### config.mk
export PLATFORM = sky130hd
export DESIGN_NAME = alu_result_arbiter_flat
export DESIGN_NICKNAME = d
export VERILOG_FILES = /design/src/rtl/alu_result_arbiter_pkg.sv /design/src/rtl/alu_result_arbiter_if.sv /design/src/rtl/alu_result_arbiter_rr_pick8.sv /design/src/rtl/alu_result_mux8.sv /design/src/rtl/alu_result_arbiter.sv /design/src/flat_wrapper.sv
export SDC_FILE = /design/constraint.sdc
export NUM_CORES = 1
export LEC_CHECK = 0
export CORE_AREA = 3 3 128 130
export DETAILED_ROUTE_END_ITERATION = 10
export DIE_AREA = 0 0 131 133
export PLACE_DENSITY = 0.82
export SYNTH_ARGS = -nofsm -noshare
export SYNTH_HDL_FRONTEND = slang
export SYNTH_SLANG_ARGS = --single-unit
export TNS_END_PERCENT = 10
### constraint.sdc
create_clock -name clk -period 3.2 [get_ports clk]
set_input_delay 0.96 -clock clk [delete_from_list [all_inputs] [get_ports clk]]
set_output_delay 0.96 -clock clk [all_outputs]
set_load 0.05 [all_outputs]
### src/rtl/alu_result_arbiter_pkg.sv
// Shared sizes, FSM encoding and index helper for the ALU result-mux arbiter.
// Imported by the interface, the top and its sub-modules.
package alu_result_arbiter_pkg;

    localparam int NUM_REQ = 8;
    localparam int SEL_W   = 3;
    localparam int DATA_W  = 32;

    typedef enum logic {
        ST_IDLE = 1'b0,
        ST_BUSY = 1'b1
    } state_e;

    // Round-robin successor; the 3-bit add wraps 7 back to 0.
    function automatic logic [SEL_W-1:0] next_index(input logic [SEL_W-1:0] idx);
        return idx + SEL_W'(1);
    endfunction

endpackage

### src/rtl/alu_result_arbiter_if.sv
// Requester-side and output-side signals of the ALU result-mux arbiter.
// The arbiter uses the slave modport; whoever drives requests uses master.
interface alu_result_arbiter_if;
    import alu_result_arbiter_pkg::*;

    logic [NUM_REQ-1:0]        req_valid;
    logic [NUM_REQ-1:0]        req_last;
    logic [NUM_REQ*DATA_W-1:0] req_data;
    logic [NUM_REQ-1:0]        req_ready;
    logic [NUM_REQ-1:0]        cfg_mask;
    logic [SEL_W-1:0]          sel;
    logic                      out_valid;
    logic [DATA_W-1:0]         out_data;
    logic [SEL_W-1:0]          out_src;
    logic                      out_last;
    logic                      out_ready;
    logic                      busy;
    logic                      err_timeout;

    modport master (
        output req_valid, req_last, req_data, cfg_mask, out_ready,
        input  req_ready, sel, out_valid, out_data, out_src, out_last, busy, err_timeout
    );

    modport slave (
        input  req_valid, req_last, req_data, cfg_mask, out_ready,
        output req_ready, sel, out_valid, out_data, out_src, out_last, busy, err_timeout
    );

endinterface

### src/rtl/alu_result_arbiter_rr_pick8.sv
// Combinational round-robin picker: first set candidate bit at or above ptr,
// wrapping modulo 8.
module rr_pick8 import alu_result_arbiter_pkg::*; (
    input  logic [NUM_REQ-1:0] cand,
    input  logic [SEL_W-1:0]   ptr,
    output logic [SEL_W-1:0]   index,
    output logic               found
);

    logic [SEL_W-1:0] probe;

    always_comb begin
        index = '0;
        found = 1'b0;
        probe = ptr;
        for (int i = 0; i < NUM_REQ; i++) begin
            if (!found && cand[probe]) begin
                found = 1'b1;
                index = probe;
            end
            probe = probe + SEL_W'(1);
        end
    end

endmodule

### src/rtl/alu_result_mux8.sv
// The ALU's 8-to-1 32-bit result mux; lane i of data_in is bits [32i+31:32i].
module alu_result_mux8 import alu_result_arbiter_pkg::*; (
    input  logic [NUM_REQ*DATA_W-1:0] data_in,
    input  logic [SEL_W-1:0]          sel,
    output logic [DATA_W-1:0]         result
);

    logic [DATA_W-1:0] lanes [NUM_REQ];

    for (genvar i = 0; i < NUM_REQ; i++) begin : g_lane
        assign lanes[i] = data_in[i*DATA_W +: DATA_W];
    end

    assign result = lanes[sel];

endmodule

### src/rtl/alu_result_arbiter.sv
// Packet-locked round-robin arbiter for the ALU result mux, with a one-entry
// registered output stage and a watchdog that aborts a stalled owner.
module alu_result_arbiter import alu_result_arbiter_pkg::*; #(
    parameter int TIMEOUT = 16
) (
    input  logic                 clk,
    input  logic                 rst,
    alu_result_arbiter_if.slave  bus
);

    localparam bit WD_EN = (TIMEOUT > 0);
    localparam int CNT_W = WD_EN ? $clog2(TIMEOUT + 1) : 1;

    state_e             state_q, state_d;
    logic [SEL_W-1:0]   owner_q, owner_d;
    logic [SEL_W-1:0]   ptr_q, ptr_d;
    logic [CNT_W-1:0]   cnt_q, cnt_d;
    logic               err_q, err_d;
    logic               out_valid_q, out_valid_d;
    logic [DATA_W-1:0]  out_data_q, out_data_d;
    logic [SEL_W-1:0]   out_src_q, out_src_d;
    logic               out_last_q, out_last_d;

    logic [NUM_REQ-1:0] cand;
    logic [SEL_W-1:0]   pick_idx;
    logic               pick_found;
    logic [DATA_W-1:0]  mux_data;
    logic [NUM_REQ-1:0] req_ready;
    logic               owner_valid;
    logic               owner_last;
    logic               accept;
    logic               abort;

    assign cand = bus.req_valid & ~bus.cfg_mask;

    rr_pick8 u_pick (
        .cand  (cand),
        .ptr   (ptr_q),
        .index (pick_idx),
        .found (pick_found)
    );

    alu_result_mux8 u_mux (
        .data_in (bus.req_data),
        .sel     (owner_q),
        .result  (mux_data)
    );

    // Only the owner is ever offered ready, and only when the output stage
    // can take a beat this cycle (empty, or draining in the same cycle).
    always_comb begin
        owner_valid = bus.req_valid[owner_q];
        owner_last  = bus.req_last[owner_q];
        req_ready   = '0;
        if (state_q == ST_BUSY) begin
            req_ready[owner_q] = ~out_valid_q | bus.out_ready;
        end
        accept = owner_valid & req_ready[owner_q];
        abort  = 1'b0;
        if (WD_EN && state_q == ST_BUSY && !owner_valid && (int'(cnt_q) + 1 >= TIMEOUT)) begin
            abort = 1'b1;
        end
    end

    always_comb begin
        state_d = state_q;
        owner_d = owner_q;
        ptr_d   = ptr_q;
        cnt_d   = cnt_q;
        err_d   = 1'b0;
        case (state_q)
            ST_IDLE: begin
                if (pick_found) begin
                    state_d = ST_BUSY;
                    owner_d = pick_idx;
                    cnt_d   = '0;
                end
            end
            ST_BUSY: begin
                if (accept) begin
                    cnt_d = '0;
                    if (owner_last) begin
                        state_d = ST_IDLE;
                        ptr_d   = next_index(owner_q);
                    end
                end else if (abort) begin
                    state_d = ST_IDLE;
                    ptr_d   = next_index(owner_q);
                    err_d   = 1'b1;
                end else if (WD_EN && !owner_valid) begin
                    cnt_d = cnt_q + CNT_W'(1);
                end
            end
            default: state_d = ST_IDLE;
        endcase
    end

    // An abort leaves the output stage alone so a registered beat still drains.
    always_comb begin
        out_valid_d = out_valid_q;
        out_data_d  = out_data_q;
        out_src_d   = out_src_q;
        out_last_d  = out_last_q;
        if (accept) begin
            out_valid_d = 1'b1;
            out_data_d  = mux_data;
            out_src_d   = owner_q;
            out_last_d  = owner_last;
        end else if (bus.out_ready) begin
            out_valid_d = 1'b0;
        end
    end

    always_ff @(posedge clk) begin
        if (rst) begin
            state_q     <= ST_IDLE;
            owner_q     <= '0;
            ptr_q       <= '0;
            cnt_q       <= '0;
            err_q       <= 1'b0;
            out_valid_q <= 1'b0;
            out_data_q  <= '0;
            out_src_q   <= '0;
            out_last_q  <= 1'b0;
        end else begin
            state_q     <= state_d;
            owner_q     <= owner_d;
            ptr_q       <= ptr_d;
            cnt_q       <= cnt_d;
            err_q       <= err_d;
            out_valid_q <= out_valid_d;
            out_data_q  <= out_data_d;
            out_src_q   <= out_src_d;
            out_last_q  <= out_last_d;
        end
    end

    assign bus.req_ready   = req_ready;
    assign bus.sel         = owner_q;
    assign bus.out_valid   = out_valid_q;
    assign bus.out_data    = out_data_q;
    assign bus.out_src     = out_src_q;
    assign bus.out_last    = out_last_q;
    assign bus.busy        = (state_q == ST_BUSY);
    assign bus.err_timeout = err_q;

endmodule

### src/flat_wrapper.sv
// flat-port wrapper written by rule: the top's interface ports become plain ports
module alu_result_arbiter_flat import alu_result_arbiter_pkg::*;
#(
    parameter int TIMEOUT = 16
)
  (clk, rst, bus_req_valid, bus_req_last, bus_req_data, bus_cfg_mask, bus_out_ready, bus_req_ready, bus_sel, bus_out_valid, bus_out_data, bus_out_src, bus_out_last, bus_busy, bus_err_timeout);
  alu_result_arbiter_if bus_i ();
  input  logic clk;
  input  logic rst;
  input wire logic [$bits(bus_i.req_valid)-1:0] bus_req_valid;
  input wire logic [$bits(bus_i.req_last)-1:0] bus_req_last;
  input wire logic [$bits(bus_i.req_data)-1:0] bus_req_data;
  input wire logic [$bits(bus_i.cfg_mask)-1:0] bus_cfg_mask;
  input wire logic [$bits(bus_i.out_ready)-1:0] bus_out_ready;
  output wire logic [$bits(bus_i.req_ready)-1:0] bus_req_ready;
  output wire logic [$bits(bus_i.sel)-1:0] bus_sel;
  output wire logic [$bits(bus_i.out_valid)-1:0] bus_out_valid;
  output wire logic [$bits(bus_i.out_data)-1:0] bus_out_data;
  output wire logic [$bits(bus_i.out_src)-1:0] bus_out_src;
  output wire logic [$bits(bus_i.out_last)-1:0] bus_out_last;
  output wire logic [$bits(bus_i.busy)-1:0] bus_busy;
  output wire logic [$bits(bus_i.err_timeout)-1:0] bus_err_timeout;
  assign bus_i.req_valid = bus_req_valid;
  assign bus_i.req_last = bus_req_last;
  assign bus_i.req_data = bus_req_data;
  assign bus_i.cfg_mask = bus_cfg_mask;
  assign bus_i.out_ready = bus_out_ready;
  assign bus_req_ready = bus_i.req_ready;
  assign bus_sel = bus_i.sel;
  assign bus_out_valid = bus_i.out_valid;
  assign bus_out_data = bus_i.out_data;
  assign bus_out_src = bus_i.out_src;
  assign bus_out_last = bus_i.out_last;
  assign bus_busy = bus_i.busy;
  assign bus_err_timeout = bus_i.err_timeout;
  alu_result_arbiter #(.TIMEOUT(TIMEOUT)) u_core (.clk(clk), .rst(rst), .bus(bus_i));
endmodule
==> metrics.txt, run 1 <==
drt total wl 22,310 um; CTS Buf Count 5; Net Count, Synth 737; fmax 0.3124 GHz; Pwr Density 716.1 nW/um^2; Hold Crit Start u_core.bus.out_last$_SDFFE_PP0P_; DP HPWL around 19,000 um; clk slew on worst S/H paths about 0.070 ns; die area 17,420 sq um; Comb pwr share 75.5%; setup_tns -0.0006397 ns; first-pass GRT wire length 32,300 um; cell breakdown of the critical path clkdlybuf4s50_1, nor2b_1, or3_4, nor3_4, buf_4, buf_12; area grow syn2layout 84.22%; H-Tree Depth 2; I/O pin count around 330; ys flop type dfxtp_1; CTS tree done; Yosys reg bits 50; drt first pass iters 4; Worst Hold Depth 2; RSZ-0062 raised after global routing true; CTS max path bufs 2; number of synthesis warnings 0; DP Worst Slack -0.4390 ns; Ant. Diodes 0; Final GP Congestion 0.8889; Leak Pwr 3.287 nW; 1st-iter DRT viols 299; chip width 131 um; drt via density 5.369; Worst Skew 0.007419 ns; # rows 45; Detail Route Antenna Nets 0; max incr delay on CP roughly 0.47 ns; number of synthesized flops with an enable pin 0; CP Data Arrival Time 2.24 ns; post-layout min period 3.201 ns; Final Hold Viols 0; worst slew pin tran between 0.6 and 0.7 ns; register area share after synthesis 20.07%; critical path startpoint category input port; PortBufs 332; starting density of the core roughly a third; FF-to-FF path depth 9; asr flop ratio synth 0%; clock sinks 50; Distinct cells, synth between 60 and 70; cell area after synthesis roughly 5000 sq um; Slew Limit Fails 0; sequential cell fraction of total power 16.2%; largest net degree at the start of global routing 69; initial antenna violation count 8; Crit Path Max Fanout 4; Hold Crit Class reg -> reg; vias in the first global route 5,576; synth top area cells mux4_2 35%, dfxtp_1 20%, mux2i_1 10%; Mean Syn Cell Area 11.14 sq um; aggregate global-route resource usage 24.61%; Finished Core Util ~60%; endpoint class of the critical path primary output; switching pwr 3.003 mW; number of remaining DRC errors 0; data required time of the worst path 2.24 ns; clock root cell clkbuf_16; ratio of cells with drive above 1 in the final layout 23.63%; final instance area 9190 sq um; hold path endpoint u_core.bus.out_last$_SDFFE_PP0P_; Total Power approximately 6.6 mW; slowest CP cell clkdlybuf4s50_1; Crit Path Class in -> out; via count 5,450; fin cells 1,015; Tcrit/Tclk final 100.0%; Clk pwr share 8.4%; Sw Ratio around 46%; Clock Latency Late Sink 0.30 ns; Max VDD drop between 300 and 400 uV; Post-Place Cell Area between 8000 and 9000 sq um; slew margin rel. roughly 58%; largest area contributor in the netlist mux4_2; R2R Path End u_core.bus.sel[1]$_SDFFE_PP0P_; total of max-cap violations 0; Int Pwr roughly 3.6 mW; WL/cell 21.98 um; most frequent cells in the layout 312 x clkdlybuf4s50_1, 77 x mux4_2, 56 x buf_4, 51 x nor2_1, 49 x mux2i_1; setup violators final 1; core area 15,260 sq um; worst setup margin -0.0006397 ns; share of the synthesized area in the top cell type 34.76%; Synth Instances 448; outcome complete, but fails checks; Hold WS 0.4884 ns; Worst R2R Start u_core.ptr_q[0]$_SDFFE_PP0P_; commonest non-fill, non-tap cell in the layout clkdlybuf4s50_1; Final #Nets 1,092; placed cells 1,006; grt total ovfl 0; worst reg2reg setup slack 0.12 ns; Die Span Y 133 um; failing checks setup timing
## cell usage after synthesis (5+ instances only)
cell       n
a211oi_1  33
a21oi_1   10
buf_1     13
buf_2      5
clkbuf_1  18
dfxtp_1   50
ha_1       6
mux2_2     5
mux2i_1   51
mux4_2    77
nand2_1    9
nand2b_1  11
nand3_1    6
nor2_1    53
nor4bb_1   6
o21ai_0    7
xnor2_1    5
## routing by layer
metal  up-vias  track usage (%)  wire, um
met4        12            4.229       338
met2       240            41.03     10960
li1       2519                -         -
met1      2644            31.95      9010
met3        35            7.186      1943
met5         -                0        61
## cell families (layout without fill, tap and decap cells)
family | after synthesis | after routing | synth area share (%)
multiplexers | 134 | 134 | 46.58
flip-flops | 50 | 50 | 20.07
buffers and inverters | 48 | 404 | 4.339
adder cells (fa/ha/maj) | 6 | 6 | 1.505
AND/OR/NAND/NOR | 125 | 125 | 13.85
AO/OA/AOI/OAI | 75 | 75 | 11.11
XOR/XNOR | 10 | 10 | 2.558
## flip-flops by register name (all words and copies together), names as in the netlist
register,cells
u_core.bus.out_src,3
u_core.bus.out_last,1
u_core.bus.err_timeout,1
u_core.bus.out_data,32
u_core.bus.busy,1
u_core.bus.sel,3
u_core.ptr_q,3
u_core.bus.out_valid,1
u_core.cnt_q,5
## worst max-delay path: cells and delay by family
| kind | cells | cell delay [ns] |
|---|---|---|
| buf+inv | 3 | 0.73 |
| simple gates | 3 | 0.55 |
## power by group through the flow
stage / logic, mW / registers [mW] / clock network [mW]
final: 4.97 / 1.06 / 0.550
after global routing: 5.31 / 1.09 / 0.586
after CTS: 4.89 / 1.06 / 0.566
after detailed placement: 4.82 / 1.07 / 0
after global placement: 4.78 / 1.06 / 0
after floorplan: 2.61 / 1.64 / 0
## area by class of cell
cell class / count / area (sq um)
clock inverter: 3 / 20.02
tap: 211 / 264.0
clock buffer: 5 / 125.1
sequential: 50 / 1010
timing repair buffer: 390 / 3859
fill: 1258 / 6068
multi-input combinational: 350 / 3890
inverter: 6 / 22.52
## how the worst max path moves through the flow
stage	startpoint	slack, ns	to
floorplan	u_core.bus.sel[0]$_SDFFE_PP0P_	-0.27	bus_req_ready[0]
global placement	bus_cfg_mask[0]	-0.41	u_core.cnt_q[2]$_SDFFE_PP0P_
detailed placement	bus_cfg_mask[0]	-0.44	u_core.bus.sel[2]$_SDFFE_PP0P_
CTS	bus_cfg_mask[4]	0.003	u_core.bus.sel[1]$_SDFFE_PP0P_
global route	bus_out_ready	-0.05	bus_req_ready[0]
finish	bus_out_ready	-0.0006	bus_req_ready[0]
## timing repair
item	in CTS	in global routing
setup endpoints to repair	11	11
setup buffers	1	0
hold buffers	0	0
resized for setup	18	14
endpoints found under the hold margin	0	0
pin swaps	5	4
Power figures use the tool's default switching activity.
==> run 2: changes to the inputs <==
RECOVER_POWER = 25   (was unset)
==> metrics.txt, run 2 (synthesis gave the netlist of run 1 again) <==
grt total ovfl 0; max reg flops 32; Pwr Density just over 700 nW/um^2; data required time of the worst path 2.24 ns; ratio of cells with drive above 1 in the final layout 23.63%; fin cells 1,015; critical path depth 6; CTS tree done; Fill cells 1,258; Max VDD drop ~350 uV; critical path startpoint category input port; Tcrit/Tclk final 100.0%; clk slew on worst S/H paths 0.07 ns; FF-to-FF path depth 9; worst slew pin tran 0.6311 ns; endpoint class of the critical path primary output; WL/cell approximately 22 um; most frequent cells in the layout 290 x clkdlybuf4s50_1, 77 x mux4_2, 56 x buf_4, 51 x nor2_1, 49 x mux2i_1; multi-input combinational cell area between 3000 and 4000 sq um; Final #Nets around 1,100; Hold WS 0.4855 ns; setup violators final 1; Seq. cell area 1010 sq um; R2R Path End u_core.bus.sel[1]$_SDFFE_PP0P_; RSZ-0062 raised after global routing true; Post-Place Cell Area between 8000 and 9000 sq um; fmax between 0.3 and 0.4 GHz; Die Span Y about 130 um; Crit Path Class in -> out; Final GP Congestion 0.8889; number of remaining DRC errors 0; CP Data Arrival Time 2.24 ns; hold_buf cts 0; hold path endpoint u_core.bus.out_last$_SDFFE_PP0P_; cell breakdown of the critical path clkdlybuf4s50_1, nor2b_1, or3_4, nor3_4, buf_4, buf_12; vias in the first global route around 5,600; PortBufs 332; area grow syn2layout 84.22%; DP Worst Slack -0.4390 ns; drt first pass iters 4; worst reg2reg setup slack 0.12 ns; Worst R2R Start u_core.ptr_q[0]$_SDFFE_PP0P_; H-Tree Depth 2; clock sinks 50; Worst Hold Depth 2; drt total wl approximately 22,000 um; Bufs and invs on worst path 3; worst setup margin -0.0006879 ns; final instance area 9190 sq um; slew margin rel. 57.92%; clock root cell clkbuf_16; Hold Crit Class reg -> reg; CTS max path bufs 2; drt via density 5.381; max incr delay on CP between 0.4 and 0.5 ns; failing checks setup timing; core area 15,260 sq um; delay-heaviest family, CP buffers and inverters; chip width 131 um; Leak Pwr between 3 and 4 nW; largest net degree at the start of global routing 69; Slew Limit Fails 0; post-layout min period 3.201 ns; outcome complete, but fails checks; # rows 45; total of max-cap violations 0; slowest CP cell clkdlybuf4s50_1; initial antenna violation count 8; CTS Buf Count 5; DP HPWL 18,670 um; aggregate global-route resource usage 24.61%; placed cells 1,006; 1st-iter DRT viols approximately 290; I/O pin count 333; via count 5,462; Ant. Diodes 0; starting density of the core 32.69%; commonest non-fill, non-tap cell in the layout clkdlybuf4s50_1; Hold Crit Start u_core.bus.out_last$_SDFFE_PP0P_; first-pass GRT wire length 32,300 um; Final Hold Viols 0; die area 17,420 sq um; Crit Path Max Fanout 4; Clock Latency Late Sink 0.30 ns; Worst Skew 0.007420 ns; Detail Route Antenna Nets 0
-- run 2: worst max path at each step --
| stage | start | endpoint | slack [ns] |
|---|---|---|---|
| 4_1_cts | bus_cfg_mask[4] | u_core.bus.sel[1]$_SDFFE_PP0P_ | 0.003 |
| 3_5_place_dp | bus_cfg_mask[0] | u_core.bus.sel[2]$_SDFFE_PP0P_ | -0.44 |
| 5_1_grt | bus_out_ready | bus_req_ready[0] | -0.05 |
| 3_3_place_gp | bus_cfg_mask[0] | u_core.cnt_q[2]$_SDFFE_PP0P_ | -0.41 |
| 6_report | bus_out_ready | bus_req_ready[0] | -0.0007 |
| 2_1_floorplan | u_core.bus.sel[0]$_SDFFE_PP0P_ | bus_req_ready[0] | -0.27 |
-- run 2: per-layer routing --
metal / part of all wire (%) / up-vias / track usage, %
li1: - / 2520 / -
met1: 40 / 2641 / 31.95
met4: 1.5 / 12 / 4.229
met2: 49 / 254 / 41.03
met5: 0.27 / - / 0
met3: 9.0 / 35 / 7.186
-- run 2: timing repair --
item	4_1_cts	5_1_grt
buffers inserted	1	0
endpoints found under the setup margin	11	11
gates resized for setup	18	14
pin swaps	5	4
-- run 2: power by group --
part | switching, mW | internal (mW) | leakage [nW]
Clock | 0.258 | 0.291 | 0.0679
Sequential | 0.215 | 0.844 | 0.412
Combinational | 2.52 | 2.41 | 2.87
-- run 2: layout make-up --
cell class	instances	area share (%)
multi-input cells	350	42.33
repair buffers	390	41.99
flip-flops and latches	50	10.99
well taps	211	2.873
clock buffers	5	1.361
inverters	6	0.2451
clock inverters	3	0.2178
-- run 2: stage by stage --
stage / TNS, ns / util, % / power, mW
after floorplan: -0.3371 / - / 4.241
after global placement: -3.114 / 58.58 / 5.844
after detailed placement: -3.478 / 58.58 / 5.890
after CTS: 0 / 59.74 / 6.519
after global routing: -0.1318 / 60.23 / 6.947
final: -0.0006879 / 60.23 / 6.542
-- run 2: worst min-delay path: stages (launching register included) --
cell and delay, ns:
dfxtp_1 0.31, o21ai_0 0.07, a21oi_1 0.06
